`config.mk`:
```
export PLATFORM = sky130hd
export DESIGN_NAME = time_setter
export DESIGN_NICKNAME = d
export VERILOG_FILES = /design/src/rtl/time_setter.sv
export SDC_FILE = /design/constraint.sdc
export NUM_CORES = 1
export LEC_CHECK = 0
export CORE_AREA = 4 4 166 168
export CTS_CLUSTER_SIZE = 14
export DETAILED_ROUTE_END_ITERATION = 10
export DIE_AREA = 0 0 170 172
export HOLD_SLACK_MARGIN = 0.15
export REMOVE_ABC_BUFFERS = 1
export SETUP_SLACK_MARGIN = 0.3
export SYNTH_ARGS = -nofsm -noshare
export SYNTH_HDL_FRONTEND = slang
export SYNTH_SLANG_ARGS = --single-unit
```
`constraint.sdc`:
```
create_clock -name clk -period 4.4 [get_ports clk]
set_input_delay 0.44 -clock clk [delete_from_list [all_inputs] [get_ports clk]]
set_output_delay 0.44 -clock clk [all_outputs]
set_load 0.05 [all_outputs]
```
`src/rtl/time_setter.sv`:
```
// Time-of-day setting controller: two debounced active-low buttons drive an
// hour/minute editor whose result is handed to the clock through a valid/ack load.
module time_setter #(
    parameter int unsigned CLK_HZ          = 50_000_000,
    parameter int unsigned DEBOUNCE_CYCLES = 500_000
) (
    input  logic        clk,
    input  logic        reset,
    input  logic        btn_mode,
    input  logic        btn_inc,
    input  logic [16:0] cur_seconds,
    input  logic        load_ack,
    output logic        load_valid,
    output logic [16:0] load_value,
    output logic        edit_active,
    output logic [4:0]  edit_hour,
    output logic [5:0]  edit_min,
    output logic [1:0]  blink
);

    localparam int unsigned DB_MAX     = (DEBOUNCE_CYCLES > 0) ? DEBOUNCE_CYCLES : 1;
    localparam int unsigned DB_W       = $clog2(DB_MAX + 1);
    localparam int unsigned BLINK_HALF = (CLK_HZ / 4 > 0) ? CLK_HZ / 4 : 1;
    localparam int unsigned BL_W       = $clog2(BLINK_HALF + 1);

    typedef enum logic [1:0] {IDLE, SET_HOUR, SET_MIN, COMMIT} state_t;

    // Button index 0 is mode, index 1 is inc.
    logic [1:0]           btn_raw;
    logic [1:0]           sync1_q, sync2_q;
    logic [1:0]           level_q;
    logic [1:0]           press_q;
    logic [1:0][DB_W-1:0] db_cnt_q;
    logic                 mode_p, inc_p;

    state_t               state_q, state_d;
    logic [4:0]           hour_d;
    logic [5:0]           min_d;
    logic                 lv_d;
    logic [16:0]          lval_d;
    logic                 editing_d;
    logic [BL_W-1:0]      blink_cnt_q, blink_cnt_d;
    logic                 phase_q, phase_d;
    logic [1:0]           blink_d;
    logic [4:0]           cur_hour;
    logic [5:0]           cur_min;

    assign btn_raw  = {btn_inc, btn_mode};
    assign mode_p   = press_q[0];
    assign inc_p    = press_q[1];
    assign cur_hour = 5'(cur_seconds / 17'd3600);
    assign cur_min  = 6'((cur_seconds / 17'd60) % 17'd60);

    // Two-flop synchronizer; idles at the released level.
    always_ff @(posedge clk or negedge reset) begin
        if (!reset) begin
            sync1_q <= '1;
            sync2_q <= '1;
        end else begin
            sync1_q <= btn_raw;
            sync2_q <= sync1_q;
        end
    end

    // Debounce: accept a new level after DB_MAX consecutive differing samples; pulse on press.
    always_ff @(posedge clk or negedge reset) begin
        if (!reset) begin
            level_q  <= '1;
            press_q  <= '0;
            db_cnt_q <= '0;
        end else begin
            for (int i = 0; i < 2; i++) begin
                press_q[i] <= 1'b0;
                if (sync2_q[i] == level_q[i]) begin
                    db_cnt_q[i] <= '0;
                end else if (db_cnt_q[i] == DB_W'(DB_MAX - 1)) begin
                    db_cnt_q[i] <= '0;
                    level_q[i]  <= sync2_q[i];
                    press_q[i]  <= ~sync2_q[i];
                end else begin
                    db_cnt_q[i] <= db_cnt_q[i] + DB_W'(1);
                end
            end
        end
    end

    // Next-state, edit values, load handshake and blink phase.
    always_comb begin
        state_d     = state_q;
        hour_d      = edit_hour;
        min_d       = edit_min;
        lv_d        = load_valid;
        lval_d      = load_value;
        blink_cnt_d = blink_cnt_q;
        phase_d     = phase_q;

        case (state_q)
            IDLE: begin
                if (mode_p) begin
                    state_d = SET_HOUR;
                    hour_d  = cur_hour;
                    min_d   = cur_min;
                end
            end
            SET_HOUR: begin
                if (mode_p) begin
                    state_d = SET_MIN;
                end else if (inc_p) begin
                    hour_d = (edit_hour == 5'd23) ? 5'd0 : edit_hour + 5'd1;
                end
            end
            SET_MIN: begin
                if (mode_p) begin
                    state_d = COMMIT;
                end else if (inc_p) begin
                    min_d = (edit_min == 6'd59) ? 6'd0 : edit_min + 6'd1;
                end
            end
            COMMIT: begin
                if (!load_valid) begin
                    lv_d   = 1'b1;
                    lval_d = 17'(edit_hour) * 17'd3600 + 17'(edit_min) * 17'd60;
                end else if (load_ack) begin
                    lv_d    = 1'b0;
                    state_d = IDLE;
                end
            end
            default: state_d = IDLE;
        endcase

        editing_d = (state_d == SET_HOUR) || (state_d == SET_MIN);

        // Any press restarts the phase so the edited field shows at once.
        if (mode_p || inc_p || !editing_d) begin
            blink_cnt_d = '0;
            phase_d     = 1'b0;
        end else if (blink_cnt_q == BL_W'(BLINK_HALF - 1)) begin
            blink_cnt_d = '0;
            phase_d     = ~phase_q;
        end else begin
            blink_cnt_d = blink_cnt_q + BL_W'(1);
        end

        blink_d = {phase_d & (state_d == SET_HOUR), phase_d & (state_d == SET_MIN)};
    end

    // State and registered outputs.
    always_ff @(posedge clk or negedge reset) begin
        if (!reset) begin
            state_q     <= IDLE;
            edit_hour   <= '0;
            edit_min    <= '0;
            load_valid  <= 1'b0;
            load_value  <= '0;
            edit_active <= 1'b0;
            blink       <= 2'b00;
            blink_cnt_q <= '0;
            phase_q     <= 1'b0;
        end else begin
            state_q     <= state_d;
            edit_hour   <= hour_d;
            edit_min    <= min_d;
            load_valid  <= lv_d;
            load_value  <= lval_d;
            edit_active <= editing_d;
            blink       <= blink_d;
            blink_cnt_q <= blink_cnt_d;
            phase_q     <= phase_d;
        end
    end

endmodule

```
**Yosys cells after proc, flatten, opt, wreduce, memory -nomap -nowiden**

Cells that the tools add are included.

- Register bits: 105
- Input bits: 22
- Logic and storage cells: 94

- Bitwise gates (word level): 8
- Divide/modulo/power cells: 3
- Equality and inequality tests: 17
- Reduce and logical (&&, ||, !) cells: 12
- Multiplexer cells: 30
- Add/sub/neg operators: 6
- $mul: 2

Operators by type and width:

| operator | number |
|---|---|
| $mux W19 | 4 |
| $mux W24 | 2 |
| $add A19 B1 Y19 const B | 2 |
| $eq A19 B19 Y1 const B | 2 |
| $add A24 B1 Y24 const B | 1 |
| $eq A24 B24 Y1 const B | 1 |
| $mux W6 | 4 |
| $mux W5 | 4 |
| $add A17 B12 Y17 | 1 |
| $div A17 B12 Y17 const B | 1 |
| $div A17 B6 Y17 const B | 1 |
| $mod A17 B6 Y17 const B | 1 |
| $mul A5 B8 Y13 const B | 1 |
| $pmux W6 S2 | 1 |
| $mul A6 B4 Y10 const B | 1 |
| $mux W2 | 5 |
| $ne A2 B2 Y1 const B | 5 |
| $pmux W5 S2 | 1 |
| $mux W1 | 8 |
| $pmux W2 S4 | 1 |
| $reduce_and A4 Y1 | 2 |
| $add A6 B1 Y6 const B | 1 |
| $eq A2 B2 Y1 const B | 3 |
| $eq A6 B6 Y1 const B | 1 |
| other kinds (11) | 24 |

**Depth between registers and ports, before layout**

- Word-level depth: 9
- Depth in mapped cells: 25

**Worst setup path before layout**

OpenSTA, ideal clock, no wires.

- Path type: in2reg
- Start point: input port cur_seconds[15]
- End point: register edit_min[2]
- Buffers on the path: 2
- Cell stages on the path: 20
- Arrival: 4.718 ns
- Data required time: 4.263 ns
- Setup slack: -0.455 ns
- Path through: buf_4 or3_4 o211ai_2 nand2_4 nor3_4 nor2_1 a41o_1 buf_6 a2111oi_2 a21boi_4 mux2_2 or4_1 o22ai_2 a21o_2 ha_1 nand2_1 a2111o_1 nor2b_1 o211ai_1 o311ai_1

- Word-level cells in the longest chain between the ends: 4

Ends and longest elaborated chain:

| item | line | RTL |
|---|---|---|
| start: declaration | 11 | `input logic [16:0] cur_seconds,` |
| $div A17 B6 Y17 | 52 | `assign cur_min = 6'((cur_seconds / 17'd60) % 17'd60);` |
| $mod A17 B6 Y17 | 52 |  |
| $mux W6 | 99 | `if (mode_p) begin` |
| $pmux W6 S2 | 97 | `case (state_q)` |
| end signal: assignment | 162 | `edit_min <= min_d;` |
| end: declaration | 17 | `output logic [5:0] edit_min,` |

Every way passes these cells. The select of a mux whose other input is x is not followed.
A chain may end at the register's enable or synchronous reset.

**Worst setup path in the final report**

- Start point: input port cur_seconds[12]
- End point: register edit_min[2]

Same word-level chain as after synthesis.

==> qor.yml <==
global_routing:
  grt.overflow.total: 0
  grt_start_max_net_pins: 78
  number_of_antenna_violations_at_the_first_check_in_global_routing: 0
  grt_pass1_vias: 8426
  global_route.usage.total_pct: 16.6
  grt_first_pass_wirelength_mm: 41.0
sta:
  period_share_pct: 111
  slew-limit-headroom_pct: 31.0
  skew_ns: 0.0108
  setup_viol: 7
  final-hold-violation-count: 0
  post-route-min-period_ns: 4.87
  rsz0062_at_grt: "yes"
  worst_hold_slack_ns: 0.231
  fin_tns_setup_ns: -2.50
  layout_setup_ws_ns: -0.469
  pin_slew_with_the_least_headroom_to_its_limit_ns: 1.03
  slew_viol_final: 0
  clock.fmax_ghz: 0.205
critical_path:
  cp_endpoint: "edit_min[2]"
  crit_arrival_ns: 5.09
  required_ns: 4.62
  path_class: "in2reg"
  reg2reg_setup_slack_ns: 0.30
  timing.critical_path.to_type: "flop"
  r2r_start: "edit_min[0]"
  setup_crit_start: "cur_seconds[12]"
  highest_fanout_seen_on_the_critical_path: 5
  timing.critical_path.from_type: "input pin"
  reg2reg_depth: 19
  worstReg2RegEnd: "load_value[15]"
logic_synthesis:
  ys_seq_area_share_pct: 28.5
  ys_types: 108
  synthFlopType: "sky130_fd_sc_hd__dfrtp_1"
  synth-edff-count: 0
  postSynth.asyncResetShare_pct: 100
  synth.cell_area_sq_mm: 0.00905
  syn_area_per_cell_sq_um: 8.75
  yosys_register_bits: 103
  ys_warn_count: 0
  postSynthCellCount: 1035
clocking:
  cts_made_buffers: 9
  clk_transition_reported_paths_ns: 0.07
  cts_tree: "built"
  cts_htree_levels: 3
  ctsLongestPathBuffers: 2
  cts_hold_repair.buffers: 0
  tritoncts_num_sinks: 103
  clock_latency_ns: 0.35
  clockRootBuffer: "sky130_fd_sc_hd__clkbuf_16"
final_layout:
  final_layout_size_suffix_gt1_share_pct: 34.0
  num-fill-cells: 2321
  seqCellArea_sq_mm: 0.00258
  nets: 1374
  multi_input_comb_area_sq_mm: 0.00692
  insertedDiodeCount: 0
  area.growth.synth_to_final_pct: 41.7
die:
  area_inside_the_core_boundary_sq_mm: 0.0259
  initial_utilization_pct: 34.9
  fp.dieW_um: 170
  rows: 59
  die_y_um: 172
  top_level_ports: 54
  floorplan.die_area_sq_mm: 0.0292
placement:
  place.detailed.hpwl_mm: 17.7
  routabilityCongestion: 0.904
  port-buffer-count: 49
drt:
  detailedRoute.firstPassIterationCount: 5
  vias_per_cell: 5.27
  wl_mm: 25.2
  drt_initial_violations: 434
  detailroute.via_count: 8586
  final_antenna_net_count: 0
  routedWlPerCell_um: 15.5
  drt_drc: 0
run_status:
  violations: "negative setup slack"
  run_status: "finished, violations left"
power:
  power_density_mw_per_mm2: 312
  power.ir.vdd_worst_uv: 464
  leakagePower_nw: 5.49
hold_path:
  hold_class: "in2async"
job:
  cap_viol_max_count: 0
==> stage by stage <==
step	cells	util (%)	instance area, sq um	power (mW)	worst slack (ns)
after floorplan	994	-	8810	2.06	-0.384
after global placement	1545	42.4	11000	2.77	-1.22
after detailed placement	1545	42.4	11000	2.78	-1.31
after CTS	1604	47.4	12300	3.84	-0.285
after global routing	1629	49.5	12800	4.24	-0.705
final	1629	49.5	12800	4.01	-0.469
==> area by class of cell <==
class	count	area share, %
Inverter	50	1.49
Multi-Input combinational cell	841	53.9
Clock buffer	10	1.86
Timing Repair Buffer	284	18.8
Tap cell	335	3.27
Sequential cell	103	20.1
Clock inverter	6	0.488
==> power breakdown <==
part	switching [mW]	internal, mW
Clock	0.381	0.414
Sequential	0.0434	1.01
Combinational	1.13	1.03
==> state kept, by name, summed over array words and instances, names as in the netlist <==
name,cells
edit_active,1
blink,2
edit_min,6
db_cnt_q,38
state_q,2
edit_hour,5
press_q,2
load_value,15
blink_cnt_q,24
sync1_q,2
level_q,2
load_valid,1
sync2_q,2
phase_q,1
==> cell usage in the layout, fill, tap and decap left out, drive strengths merged, types with 16 or more instances in the layout <==
cell and count:
o211ai 17, nand4 16, nand2 81, xnor2 56, o21ai 46, a21o 25, dfrtp 97, nor2 123
nand3 37, ha 50, clkdlybuf4s50 41, xor2 38, inv 52, buf 242, and3 18, a21oi 61
nor3 19
==> worst min-delay path by stage <==
stage                           endpoint  slack [ns]  cells after the start
after floorplan                 blink[0]        0.14                      0
after global placement        sync2_q[0]        0.35                      0
after detailed placement      sync2_q[0]        0.35                      0
after CTS                    edit_min[5]        0.28                      1
after global routing      load_value[14]        0.32                      1
final                     load_value[15]        0.23                      1
==> cells in the mapped netlist, drive strengths merged, types with 22 or more instances <==
cell,instances,share of area (%)
o21ai,46,2.6
nor2,123,5.1
a21o,25,2.1
dfrtp,97,27
ha,50,6.9
inv,50,2.1
xor2,38,3.8
a21oi,61,3.7
nand2,81,3.4
xnor2,56,5.4
clkbuf,22,0.91
nand3,37,2.2
==> repair_timing <==
| item | CTS | global route |
|---|---|---|
| pin swaps | 85 | 76 |
| setup endpoints to repair | 13 | 15 |
| resized for setup | 165 | 81 |
| cloned | 1 | 0 |
| buffers inserted | 42 | 25 |
| endpoints found under the hold margin | 0 | 0 |
==> worst max-delay path, cell delays in order <==
cell	delay, ns
sky130_fd_sc_hd__buf_6	0.08
sky130_fd_sc_hd__buf_12	0.10
sky130_fd_sc_hd__buf_4	0.11
sky130_fd_sc_hd__nor3b_4	0.20
sky130_fd_sc_hd__o211ai_1	0.12
sky130_fd_sc_hd__buf_4	0.16
sky130_fd_sc_hd__a21oi_4	0.25
sky130_fd_sc_hd__buf_4	0.17
sky130_fd_sc_hd__a2bb2oi_2	0.08
sky130_fd_sc_hd__and2_4	0.15
sky130_fd_sc_hd__a311o_1	0.38
sky130_fd_sc_hd__a31oi_1	0.22
sky130_fd_sc_hd__o22ai_2	0.10
sky130_fd_sc_hd__or2_1	0.25
sky130_fd_sc_hd__mux2_4	0.30
sky130_fd_sc_hd__or4_4	0.50
sky130_fd_sc_hd__o22ai_4	0.18
sky130_fd_sc_hd__a21o_2	0.18
sky130_fd_sc_hd__ha_2	0.18
sky130_fd_sc_hd__nand2_1	0.07
sky130_fd_sc_hd__a2111o_1	0.43
sky130_fd_sc_hd__nor2b_4	0.15
sky130_fd_sc_hd__o211ai_1	0.16
sky130_fd_sc_hd__o311ai_1	0.11
==> layer usage <==
layer | global-route usage, % | part of all wire [%] | routed length (um) | vias up
met5 | 0 | 0 | 0 | -
met1 | 23.1 | 48 | 12000 | 4133
li1 | - | - | - | 4251
met2 | 27.7 | 48 | 12000 | 164
met3 | 1.92 | 3.1 | 789 | 38
met4 | 4.58 | 1.6 | 397 | 0
==> kinds of logic (layout without fill, tap and decap cells) <==
family,count (synthesis),in the layout,synth area share [%]
compound gates,279,279,23.9
xor+xnor,94,94,9.18
fa+ha+maj,67,67,10.3
buf+inv,92,350,4.85
flops,103,103,28.5
mux,14,14,1.71
other cells,1,2,0.0414
simple gates,385,385,21.6
No activity file was read; power rests on OpenSTA's default activity.
